--- src/rtl/miriscv_mem_pkg.sv ---
// ---------------------------------------------------------------------------
// miriscv_mem_pkg
// Shared definitions for the miriscv on-chip RAM arbiter.
//   WORD_BYTES / WORD_SHIFT : bytes per RAM word and byte->word shift
//   owner_e                 : registered response-owner state encoding
//   addr_in_range()         : true when a byte address maps into the RAM
// ---------------------------------------------------------------------------
package miriscv_mem_pkg;

  localparam int unsigned WORD_BYTES = 4;
  localparam int unsigned WORD_SHIFT = $clog2(WORD_BYTES);

  typedef enum logic [2:0] {
    IDLE       = 3'd0,
    RESP_I     = 3'd1,
    RESP_D     = 3'd2,
    RESP_I_ERR = 3'd3,
    RESP_D_ERR = 3'd4
  } owner_e;

  // Low address bits are dropped: misaligned accesses are plain word accesses.
  function automatic logic addr_in_range(input logic [31:0] addr,
                                         input int unsigned ram_size);
    return (addr >> WORD_SHIFT) < ram_size;
  endfunction

endpackage

--- src/rtl/miriscv_starve_cnt.sv ---
// ---------------------------------------------------------------------------
// miriscv_starve_cnt
// Saturating count of consecutive cycles the instruction port was denied.
//   clk_i, rst_i : clock, synchronous active-high reset
//   inc_i        : count one more denied cycle (saturates at MAX_WAIT)
//   clr_i        : restart from zero (wins over inc_i)
//   at_max_o     : counter has reached MAX_WAIT
// ---------------------------------------------------------------------------
module miriscv_starve_cnt #(
  parameter int unsigned MAX_WAIT = 4
) (
  input  logic clk_i,
  input  logic rst_i,
  input  logic inc_i,
  input  logic clr_i,
  output logic at_max_o
);

  localparam int unsigned CW = $clog2(MAX_WAIT + 1);

  logic [CW-1:0] cnt_q;
  logic [CW-1:0] cnt_d;

  assign at_max_o = (cnt_q == CW'(MAX_WAIT));

  always_comb begin
    cnt_d = cnt_q;
    if (clr_i) begin
      cnt_d = '0;
    end else if (inc_i && !at_max_o) begin
      cnt_d = cnt_q + CW'(1);
    end
  end

  always_ff @(posedge clk_i) begin
    if (rst_i) begin
      cnt_q <= '0;
    end else begin
      cnt_q <= cnt_d;
    end
  end

endmodule

--- src/rtl/miriscv_mem_arbiter.sv ---
// ---------------------------------------------------------------------------
// miriscv_mem_arbiter
// Shares one single-port synchronous RAM between instruction fetch and LSU.
//   clk_i, rst_i        : clock, synchronous active-high reset
//   instr_*             : fetch port  (req/addr in; gnt/rvalid/rdata/err out)
//   data_*              : LSU port    (req/we/be/addr/wdata in;
//                                      gnt/rvalid/rdata/err out)
//   mem_*               : RAM port    (req/we/be/word addr/wdata out; rdata in)
//
// Handshake: a request is accepted in the cycle its gnt is high (gnt is
// combinational from that cycle's req). Every accepted request gets exactly
// one rvalid in the following cycle; there is no back-pressure. A requester
// that is not granted must keep req asserted; no pending state is kept here.
// rdata/err are zero whenever the matching rvalid is low.
//
// Data has priority, except that an instruction request that has been
// denied MAX_WAIT cycles in a row is granted over data.
// ---------------------------------------------------------------------------
module miriscv_mem_arbiter
  import miriscv_mem_pkg::*;
#(
  parameter int unsigned RAM_SIZE = 512,
  parameter int unsigned MAX_WAIT = 4
) (
  input  logic                        clk_i,
  input  logic                        rst_i,
  input  logic                        instr_req_i,
  input  logic [31:0]                 instr_addr_i,
  output logic                        instr_gnt_o,
  output logic                        instr_rvalid_o,
  output logic [31:0]                 instr_rdata_o,
  output logic                        instr_err_o,
  input  logic                        data_req_i,
  input  logic                        data_we_i,
  input  logic [3:0]                  data_be_i,
  input  logic [31:0]                 data_addr_i,
  input  logic [31:0]                 data_wdata_i,
  output logic                        data_gnt_o,
  output logic                        data_rvalid_o,
  output logic [31:0]                 data_rdata_o,
  output logic                        data_err_o,
  output logic                        mem_req_o,
  output logic                        mem_we_o,
  output logic [3:0]                  mem_be_o,
  output logic [$clog2(RAM_SIZE)-1:0] mem_addr_o,
  output logic [31:0]                 mem_wdata_o,
  input  logic [31:0]                 mem_rdata_i
);

  localparam int unsigned AW = $clog2(RAM_SIZE);

  owner_e owner_q, owner_d;
  logic   resp_store_q, resp_store_d;  // pending data response is a store
  logic   instr_in_range, data_in_range;
  logic   at_max;

  // ---------------- grant path (combinational) ----------------
  always_comb begin
    instr_in_range = addr_in_range(instr_addr_i, RAM_SIZE);
    data_in_range  = addr_in_range(data_addr_i, RAM_SIZE);
    instr_gnt_o    = !rst_i && instr_req_i && (at_max || !data_req_i);
    data_gnt_o     = !rst_i && data_req_i && !instr_gnt_o;
  end

  // Out-of-range requests are granted but never reach the RAM.
  always_comb begin
    mem_req_o   = 1'b0;
    mem_we_o    = 1'b0;
    mem_be_o    = 4'h0;
    mem_addr_o  = '0;
    mem_wdata_o = '0;
    if (instr_gnt_o && instr_in_range) begin
      mem_req_o  = 1'b1;
      mem_be_o   = 4'hF;
      mem_addr_o = instr_addr_i[AW+WORD_SHIFT-1:WORD_SHIFT];
    end else if (data_gnt_o && data_in_range) begin
      mem_req_o   = 1'b1;
      mem_we_o    = data_we_i;
      mem_be_o    = data_be_i;
      mem_addr_o  = data_addr_i[AW+WORD_SHIFT-1:WORD_SHIFT];
      mem_wdata_o = data_wdata_i;
    end
  end

  miriscv_starve_cnt #(
    .MAX_WAIT (MAX_WAIT)
  ) u_starve_cnt (
    .clk_i    (clk_i),
    .rst_i    (rst_i),
    .inc_i    (instr_req_i && !instr_gnt_o),
    .clr_i    (!instr_req_i || instr_gnt_o),
    .at_max_o (at_max)
  );

  // ---------------- owner FSM / response path ----------------
  always_ff @(posedge clk_i) begin
    if (rst_i) begin
      owner_q      <= IDLE;
      resp_store_q <= 1'b0;
    end else begin
      owner_q      <= owner_d;
      resp_store_q <= resp_store_d;
    end
  end

  always_comb begin
    owner_d        = IDLE;
    resp_store_d   = 1'b0;
    instr_rvalid_o = 1'b0;
    instr_rdata_o  = '0;
    instr_err_o    = 1'b0;
    data_rvalid_o  = 1'b0;
    data_rdata_o   = '0;
    data_err_o     = 1'b0;

    if (instr_gnt_o) begin
      owner_d = instr_in_range ? RESP_I : RESP_I_ERR;
    end else if (data_gnt_o) begin
      owner_d      = data_in_range ? RESP_D : RESP_D_ERR;
      resp_store_d = data_we_i;
    end

    // A response that falls in a reset cycle is dropped, not delivered late.
    if (!rst_i) begin
      case (owner_q)
        RESP_I: begin
          instr_rvalid_o = 1'b1;
          instr_rdata_o  = mem_rdata_i;
        end
        RESP_I_ERR: begin
          instr_rvalid_o = 1'b1;
          instr_err_o    = 1'b1;
        end
        RESP_D: begin
          data_rvalid_o = 1'b1;
          data_rdata_o  = resp_store_q ? 32'h0 : mem_rdata_i;
        end
        RESP_D_ERR: begin
          data_rvalid_o = 1'b1;
          data_err_o    = 1'b1;
        end
        default: ;
      endcase
    end
  end

endmodule
--- config.mk ---
export PLATFORM = sky130hd
export DESIGN_NAME = miriscv_mem_arbiter
export DESIGN_NICKNAME = d
export VERILOG_FILES = /design/src/rtl/miriscv_mem_pkg.sv /design/src/rtl/miriscv_starve_cnt.sv /design/src/rtl/miriscv_mem_arbiter.sv
export SDC_FILE = /design/constraint.sdc
export NUM_CORES = 1
export LEC_CHECK = 0
export ABC_CLOCK_PERIOD_IN_PS = 2200
export BUFFER_PORTS_ARGS = -buffer_cell sky130_fd_sc_hd__buf_2
export CORE_AREA = 4 4 97 99
export CTS_BUF_LIST = sky130_fd_sc_hd__clkbuf_8 sky130_fd_sc_hd__clkbuf_16
export DETAILED_ROUTE_END_ITERATION = 16
export DIE_AREA = 0 0 101 103
export SKIP_LAST_GASP = 1
export SLEW_MARGIN = 0
export SYNTH_ARGS = -nofsm -noshare
export SYNTH_HDL_FRONTEND = slang
export SYNTH_SLANG_ARGS = --single-unit
--- constraint.sdc ---
create_clock -name clk_i -period 2.2 [get_ports clk_i]
set_clock_uncertainty 0.05 [all_clocks]
set_input_delay 0.11 -clock clk_i [delete_from_list [all_inputs] [get_ports clk_i]]
set_output_delay 0.11 -clock clk_i [all_outputs]
set_load 0.05 [all_outputs]
==> results of run 1 <==
==> layer usage <==
metal  GRT usage  part of all wire
met5           0                 0
met3     0.03112              0.14
met4     0.03476            0.0089
met1      0.1247              0.32
met2      0.2486              0.54
==> worst max-delay path by stage <==
stage	startpoint	to	slack, ps	cells past startpoint
after global routing	u_starve_cnt.cnt_q[0]$_SDFFE_PP0P_	mem_wdata_o[24]	-20	8
final	u_starve_cnt.cnt_q[0]$_SDFFE_PP0P_	mem_wdata_o[24]	90	8
after CTS	u_starve_cnt.cnt_q[0]$_SDFFE_PP0P_	mem_wdata_o[28]	0.5	8
after global placement	u_starve_cnt.cnt_q[0]$_SDFFE_PP0P_	mem_wdata_o[23]	280	8
after detailed placement	u_starve_cnt.cnt_q[0]$_SDFFE_PP0P_	mem_wdata_o[19]	230	8
after floorplan	u_starve_cnt.cnt_q[0]$_SDFFE_PP0P_	mem_addr_o[3]	190	7
==> cell type report <==
| class | instances | area (um^2) | share of cell area |
|---|---|---|---|
| clock inverter | 1 | 3.754 | 0.001283 |
| timing repair buffer | 257 | 1434 | 0.4902 |
| inverter | 4 | 15.01 | 0.005133 |
| tap | 108 | 135.1 | 0.04619 |
| clock buffer | 3 | 41.29 | 0.01411 |
| sequential | 7 | 140.1 | 0.04790 |
| multi-input combinational | 193 | 1156 | 0.3952 |
==> where the power goes <==
part / total, uW / internal [uW] / switching [uW]
clock network: 170 / 120 / 50.1
registers: 136 / 132 / 4.40
logic: 297 / 131 / 166
total: 604 / 383 / 221
==> cell usage in the layout, fill, tap and decap left out, types with 2 or more instances in the layout <==
cell type	instances
a32o_1	13
and2_0	7
and2_1	37
buf_12	3
buf_2	213
buf_4	36
clkbuf_4	5
clkbuf_8	3
dfxtp_1	7
ha_1	2
inv_1	5
nand2_1	3
nand2b_1	32
nand4_1	2
nor2_1	69
nor3_1	3
nor4_1	7
==> metrics by stage <==
stage               setup TNS [ps]  setup WS, ps  hold slack (ps)  std cells
finish                           0         93.86            103.5        573
global route                -23.32        -23.32            123.9        573
CTS                              0        0.4767            113.3        572
detailed placement               0         228.7            344.4        568
global placement                 0         281.8            339.3        568
floorplan                        0         188.7            166.1        223
==> state kept, by name, summed over array words and instances, names as in the netlist <==
name,count
owner_q,3
u_starve_cnt.cnt_q,3
resp_store_q,1
==> worst max-delay path, delay by kind of cell (launching register included) <==
| kind | cells | cell delay (ps) |
|---|---|---|
| flip-flops | 1 | 360 |
| adder cells (fa/ha/maj) | 1 | 220 |
| AND/OR/NAND/NOR | 4 | 650 |
| buffers and inverters | 3 | 480 |
==> repair_timing <==
| item | in CTS | in global routing |
|---|---|---|
| gates resized for setup | 29 | 5 |
| pin swaps | 0 | 2 |
| setup endpoints to repair | 29 | 36 |
| cloned | 0 | 0 |
| setup buffers | 0 | 1 |
| hold endpoints to repair | 0 | 0 |
==> cells in the mapped netlist (2+ instances only) <==
cell type   n  area, um^2
nor2_1     69       259.0
ha_1        2       25.02
and2_0      7       43.79
clkbuf_1   11       41.29
nor3b_1     2       15.01
and2_1     37       231.5
nand2_1     3       11.26
nor4_1      7       43.79
inv_1       4       15.01
nand4_1     2       12.51
buf_6       2       22.52
dfxtp_1     7       140.1
clkbuf_2    3       15.01
nor3_1      3       15.01
a32o_1     13       130.1
nand2b_1   32       200.2
buf_2       3       15.01
==> kinds of logic (layout without fill, tap and decap cells) <==
logic type,count (synthesis),after routing,synth area share
simple gates,172,172,0.6714
buf+inv,23,265,0.07809
compound gates,17,17,0.1185
flops,7,7,0.1005
fa+ha+maj,2,2,0.01795
xor+xnor,1,1,0.006285
mux,1,1,0.007182
==> results_dict.tcl, run 1 <==
set metrics [dict create \
    synthArstFlopShare 0 \
    min_to "resp_store_q$_SDFF_PP0_" \
    cts.clk_slew.worst_paths_ps 40 \
    final_max_slew_viol_count 0 \
    wl_per_cell_um 13.37 \
    max-vdd-ir-drop_uv 90.37 \
    synth-edff-count 0 \
    ys_seq_area_frac 0.1005 \
    die_y_um 103 \
    cp.arrival_ps 1950 \
    critPathRequiredTime_ps 2040 \
    period_share 0.9573 \
    vias_per_cell 4.202 \
    drive_gt1_frac 0.5763 \
    worst-r2r-cell-count 7 \
    initial_core_util 0.1630 \
    gp_congestion 0.8075 \
    cp_slowest_stage_delay_ps 360 \
    htreeDepth 1 \
    rows 34 \
    postLayoutCoreUtil 0.3421 \
    synth-seq-cells 7 \
    area_growth_pct 109.9 \
    cellPowerDensity_mw_per_mm2 206.4 \
    final_cell_area_mm2 0.002925 \
    dp.final_hpwl_um 6597 \
    slew_headroom 0.5813 \
    setup_violations 0 \
    status "finished clean" \
    drtAntennaViolNets 0 \
    drt_wl_total_um 7660 \
    final_nets 605 \
    clock_latency_ps 220 \
    cap_violations 0 \
    grt_pass1_wl_um 10360 \
    clkSinkCount 7 \
    coreArea_mm2 0.008551 \
    synth_nets 362 \
    p_leak_uw 0.001693 \
    vias 2408 \
    postSynthAreaPerCell_um2 6.250 \
    port-buffer-count 249 \
    fillCellCount 915 \
    end_kind "output pin" \
    synthCells 223 \
    r2r_end "owner_q[1]$_SDFF_PP0_" \
    synthFlopType "dfxtp_1" \
    power_uw 603.6 \
    min_period_ps 2106 \
    yosysWarnings 0 \
    first_global_vias 2201 \
    hp-start "data_we_i" \
    hold_violations 0 \
    syn_area_mm2 0.001394 \
    worstPathCellList "inv_1, ha_1, nand3_1, nand3b_1, nor3_4, buf_12, and2_1, clkbuf_4" \
    reg2reg_slack_ps 630 \
    cts_root_buf "clkbuf_8" \
    drtPass1Iterations 4 \
    r2r-start "u_starve_cnt.cnt_q[0]$_SDFFE_PP0P_" \
    worstSetupStartpointType "flop" \
    grt_max_degree 38 \
    gr-total-overflow 0 \
    dieArea_mm2 0.01040 \
    whs_path_depth 2 \
    post-route-drc-count 0 \
    placed_area_mm2 0.002788 \
    synthDistinctLibCells 33 \
    setup.worst_path.class "flop to output pin" \
    die_w_um 101 \
    grt_usage 0.1237 \
    hold_buffers 0 \
    cts_buffer_depth 2 \
    antenna_found_initial 0 \
    worst_pin_slew_ps 628.1 \
    antenna_cells 0 \
    ioPinCount 254 \
    min_path_type "primary input to flop" \
    drtIter0Drc 35 \
    cts_tree "yes" \
    max_freq_mhz 474.8 \
    cts_inserted_buffers 3 \
    crit_fanout 35 \
    cp_slowest_cell "dfxtp_1" \
]
(Power assumes the default switching activity.)
==> run 2, diff against run 1 <==
- BUFFER_PORTS_ARGS: -buffer_cell sky130_fd_sc_hd__buf_2 -> unset
- DONT_BUFFER_PORTS: unset -> 1
==> run 2 against run 1 <==
  * Worst hold slack lost 85 ps
  * Global-route usage decreased by 0.20 points
  * Sequential share of layout area decreased by 0.19 points
  * Via count decreased by 16%
  * Combinational power shrank 37%
  * Critical path depth unchanged
  * Core utilization rose by 1.4 points
  * Largest power group unchanged
  * Sequential cell count stayed put
  * Final cell count is 23% lower
  * Routed wire length is 3.4% lower
  * Highest routed layer unchanged
  * Clock power rose by 3%
==> results_dict.tcl, run 2 (synthesis results as in run 1) <==
set metrics [dict create \
    end_kind "output pin" \
    p_switching_uw 184.1 \
    clock_latency_ps 230 \
    grt_usage 0.1217 \
    critPathRequiredTime_ps 2040 \
    sw_frac_of_total 0.3685 \
    clkSinkCount 7 \
    grt_max_degree 38 \
    postLayoutCoreUtil 0.3560 \
    worstSetupStartpointType "flop" \
    combPwrFrac 0.376 \
    rows 34 \
    drt_wl_total_um 7397 \
    cts.clk_slew.worst_paths_ps 40 \
    postCtsSetupRepairBufs 0 \
    vias 2025 \
    setup.worst_path.class "flop to output pin" \
    cts_tree "yes" \
    hold_violations 0 \
    wl_per_cell_um 16.81 \
    drtAntennaViolNets 0 \
    grt_pass1_wl_um 9853 \
    post-route-drc-count 0 \
    min_period_ps 2079 \
    cellPowerDensity_mw_per_mm2 164.1 \
    first_global_vias 1875 \
    cap_violations 0 \
    die_y_um 103 \
    p_leak_uw 0.001294 \
    die_w_um 101 \
    min_path_type "primary input to flop" \
    drtIter0Drc 24 \
    area_growth_pct 118.4 \
    power_uw 499.5 \
    rsz0062_at_grt "true" \
    final_max_slew_viol_count 0 \
    crit_fanout 9 \
    cp.arrival_ps 1920 \
    max-vdd-ir-drop_uv 109.6 \
    max_freq_mhz 480.9 \
    reg2reg_slack_ps 660 \
    internal_power_uw 315.4 \
    htreeDepth 1 \
    status "finished clean" \
    port-buffer-count 0 \
    holdWs_ps 18.93 \
    slew_headroom 0.5855 \
    drive_gt1_frac 0.4096 \
    worst_pin_slew_ps 621.7 \
    cts_inserted_buffers 3 \
    gr-total-overflow 0 \
    regArea_um2 140.1 \
    final_nets 472 \
    fillCellCount 838 \
    final_common_cell "buf_4" \
    cts_root_buf "clkbuf_8" \
    clockPowerShare 0.350 \
    ioPinCount 254 \
    gp_congestion 0.7830 \
    initial_core_util 0.1630 \
    post-place-cells 434 \
    reg_top3 "owner_q (3), u_starve_cnt.cnt_q (3), resp_store_q (1)" \
    dp.final_hpwl_um 6491 \
    drtPass1Iterations 4 \
    power_frac_seq 0.274 \
    antenna_found_initial 0 \
    multi_input_comb_area_mm2 0.001165 \
    dieArea_mm2 0.01040 \
    final_cells 440 \
    final_cell_mix "73 x buf_4, 69 x nor2_1, 48 x buf_12" \
    antenna_cells 0 \
    vias_per_cell 4.602 \
    setup_violations 0 \
    cts_buffer_depth 2 \
    coreArea_mm2 0.008551 \
    period_share 0.9452 \
]
-- run 2: path summary, 6_finish.rpt --
kind                                   endpoint                                from  cells past startpoint
max                               mem_addr_o[6]  u_starve_cnt.cnt_q[0]$_SDFFE_PP0P_                      8
min          u_starve_cnt.cnt_q[1]$_SDFFE_PP0P_                          data_req_i                      1
max reg2reg               owner_q[1]$_SDFF_PP0_  u_starve_cnt.cnt_q[0]$_SDFFE_PP0P_                      7
min reg2reg  u_starve_cnt.cnt_q[0]$_SDFFE_PP0P_  u_starve_cnt.cnt_q[0]$_SDFFE_PP0P_                      1
-- run 2: worst max-delay path, stage by stage (launching register included) --
cell and delay [ps]:
dfxtp_1 350, inv_1 60, ha_1 220, nand3_1 100, nand3b_1 190, inv_1 170
buf_8 190, a32o_1 250, buf_12 160
-- run 2: cell type report --
class / instances / area share
clock buffer: 3 / 0.01356
clock inverter: 1 / 0.001233
inverter: 4 / 0.004932
multi-input combinational: 193 / 0.3827
sequential: 7 / 0.04603
tap: 108 / 0.04439
timing repair buffer: 124 / 0.5072
-- run 2: power by group through the flow --
stage	clock network [uW]	registers, uW	logic (uW)
2_1_floorplan	0	137	146
3_3_place_gp	0	138	181
3_5_place_dp	0	139	183
4_1_cts	181	137	188
5_1_grt	189	137	201
6_report	175	137	188
-- run 2: per-layer routing --
layer | up-vias | track usage | wire, um
met5 | - | 0 | 0
met4 | 0 | 0.04397 | 152
met3 | 13 | 0.03721 | 1010
met2 | 170 | 0.2451 | 4037
met1 | 892 | 0.1146 | 2197
li1 | 950 | - | -
-- run 2: stage by stage --
stage	TNS, ps	instance area (um^2)	setup slack (ps)
global route	-220.5	3044	-22.96
detailed placement	0	2968	269.4
floorplan	0	1405	188.7
CTS	0	3037	21.11
global placement	0	2968	285.0
finish	0	3044	120.7
-- run 2: what timing repair did --
item                       4_1_cts  5_1_grt
setup endpoints to repair        2       42
pin swaps                        0        2
hold buffers                     2        0
resized for setup                1        3
hold endpoints to repair         4        0
==> run 3, diff against run 2 <==
- SETUP_SLACK_MARGIN: unset -> 0.15
- SLEW_MARGIN: 0 -> unset
==> run 3 against run 2 <==
  * Clock power hardly changed
  * Sequential share of layout area is 0.41 points lower
  * Sequential cell count stayed put
  * Core utilization is 4.2 points higher
  * Register-to-register slack worse by 210 ps
  * First-iteration DRC count is 8.3% higher
  * Die area stayed put
  * Count of clock-buffer cells in the layout stayed put
  * Worst setup slack worse by 18 ps
  * Worst hold slack hardly changed
  * Critical path type unchanged
  * Largest cell class unchanged
==> results_dict.tcl, run 3 (synthesis results as in run 1) <==
set metrics [dict create \
    status "finished clean" \
    drive_gt1_frac 0.5780 \
    critPathTopFamily "buffers and inverters" \
    drt_wl_total_um 8108 \
    setup_tns_ps 0 \
    combPwrFrac 0.403 \
    drtAntennaViolNets 0 \
    cap_violations 0 \
    post-route-drc-count 0 \
    clkSinkCount 7 \
    die_w_um 101 \
    grt_usage 0.1291 \
    setup_violations 0 \
    area_growth_pct 143.9 \
    period_share 0.9531 \
    layout_setup_ws_ps 103.1 \
    internal_power_uw 331.5 \
    crit_buf_inv 5 \
    cts_inserted_buffers 3 \
    dieArea_mm2 0.01040 \
    drtIter0Drc 26 \
    critPathRequiredTime_ps 2040 \
    clockPowerShare 0.334 \
    cp_slowest_cell "dfxtp_2" \
    cts_buffer_depth 2 \
    rows 34 \
    initial_core_util 0.1630 \
    sw_frac_of_total 0.3642 \
    p_switching_uw 189.9 \
    cts_root_buf "clkbuf_8" \
    p_leak_uw 0.001518 \
    max_freq_mhz 476.9 \
    fillCellCount 804 \
    slew_headroom 0.7508 \
    final_common_cell "buf_4" \
    port-buffer-count 0 \
    worst_path_most_repeated_cell "buf_12" \
    min_path_type "primary input to flop" \
    whs_path_depth 1 \
    antenna_cells 0 \
    max-vdd-ir-drop_uv 108.2 \
    setup.worst_path.class "flop to output pin" \
    cp.arrival_ps 1940 \
    coreArea_mm2 0.008551 \
    reg_top3 "owner_q (3), u_starve_cnt.cnt_q (3), resp_store_q (1)" \
    drtPass1Iterations 4 \
    wl_per_cell_um 17.86 \
    clock_latency_ps 230 \
    vias 2082 \
    cts.clk_slew.worst_paths_ps 40 \
    antenna_found_initial 0 \
    gr-total-overflow 0 \
    ioPinCount 254 \
    cp_slowest_stage_delay_ps 340 \
    gp_congestion 0.7830 \
    worst-r2r-cell-count 10 \
    post-place-cells 434 \
    r2r-start "u_starve_cnt.cnt_q[0]$_SDFFE_PP0P_" \
    final_cells 454 \
    cts_tree "yes" \
    worstPathCellList "inv_2, ha_4, nand3_2, nand3b_1, buf_6, nor3_4, buf_12, clkbuf_16, and2_4, buf_12" \
    rsz0062_at_grt "true" \
    grt_pass1_wl_um 10480 \
    reg2reg_slack_ps 450 \
    power_frac_seq 0.263 \
    vias_per_cell 4.586 \
    dp.final_hpwl_um 6491 \
    final_max_slew_viol_count 0 \
    grt_max_degree 38 \
    crit_fanout 8 \
    hold_violations 0 \
    cellPowerDensity_mw_per_mm2 153.4 \
    min_period_ps 2097 \
    die_y_um 103 \
    preCtsSetupSlack_ps 269.4 \
    htreeDepth 1 \
    worstSetupStartpointType "flop" \
    final_cell_mix "76 x buf_4, 69 x nor2_1, 50 x buf_12" \
    hp-start "data_req_i" \
    end_kind "output pin" \
    worst_pin_slew_ps 373.8 \
    r2r_end "owner_q[1]$_SDFF_PP0_" \
    first_global_vias 2006 \
    final_nets 486 \
    min_to "u_starve_cnt.cnt_q[1]$_SDFFE_PP0P_" \
]
run 3: area by class of cell:
type                    count  area, um^2  share of cell area
repair buffers            138        1778              0.5230
clock buffers               3       41.29             0.01215
flip-flops and latches      7       142.6             0.04196
well taps                 108       135.1             0.03975
multi-input cells         193        1279              0.3762
inverters                   4       20.02            0.005889
clock inverters             1       3.754            0.001104
run 3: power by group through the flow:
stage	Sequential [uW]	Clock [uW]	Combinational (uW)
2_1_floorplan	137	0	146
3_3_place_gp	138	0	181
3_5_place_dp	139	0	183
4_1_cts	137	181	206
5_1_grt	137	189	225
6_report	137	174	210
run 3: metal layers:
| metal | wire [um] | vias up | share of wire | track usage |
|---|---|---|---|---|
| met5 | 0 | - | 0 | 0 |
| met2 | 4539 | 167 | 0.56 | 0.2643 |
| met3 | 992 | 8 | 0.12 | 0.03924 |
| li1 | - | 980 | - | - |
| met1 | 2462 | 927 | 0.30 | 0.1194 |
| met4 | 114 | 0 | 0.014 | 0.04397 |
run 3: worst max path at each step:
stage | slack (ps) | cells past startpoint | to | startpoint
floorplan | 190 | 7 | mem_addr_o[3] | u_starve_cnt.cnt_q[0]$_SDFFE_PP0P_
global placement | 290 | 8 | mem_addr_o[5] | u_starve_cnt.cnt_q[0]$_SDFFE_PP0P_
detailed placement | 270 | 8 | mem_addr_o[2] | u_starve_cnt.cnt_q[0]$_SDFFE_PP0P_
CTS | 120 | 10 | mem_wdata_o[28] | u_starve_cnt.cnt_q[0]$_SDFFE_PP0P_
global route | 30 | 10 | mem_wdata_o[29] | u_starve_cnt.cnt_q[0]$_SDFFE_PP0P_
finish | 100 | 10 | mem_wdata_o[29] | u_starve_cnt.cnt_q[0]$_SDFFE_PP0P_
run 3: timing repair:
action,CTS,global route
setup buffers,5,3
pin swaps,5,27
hold buffers,2,0
endpoints found under the setup margin,45,44
gates resized for setup,55,10
hold endpoints to repair,4,0
cloned,2,4
run 3: metrics by stage:
stage / cell area, um^2 / total power [uW] / utilization / hold slack [ps]
after CTS: 3268 / 523.7 / 0.3822 / 14.91
after global placement: 2968 / 318.7 / 0.3471 / 184.0
after floorplan: 1405 / 283.2 / - / 166.1
after global routing: 3400 / 551.1 / 0.3976 / 20.94
final: 3400 / 521.5 / 0.3976 / 18.67
after detailed placement: 2968 / 322.0 / 0.3471 / 203.4
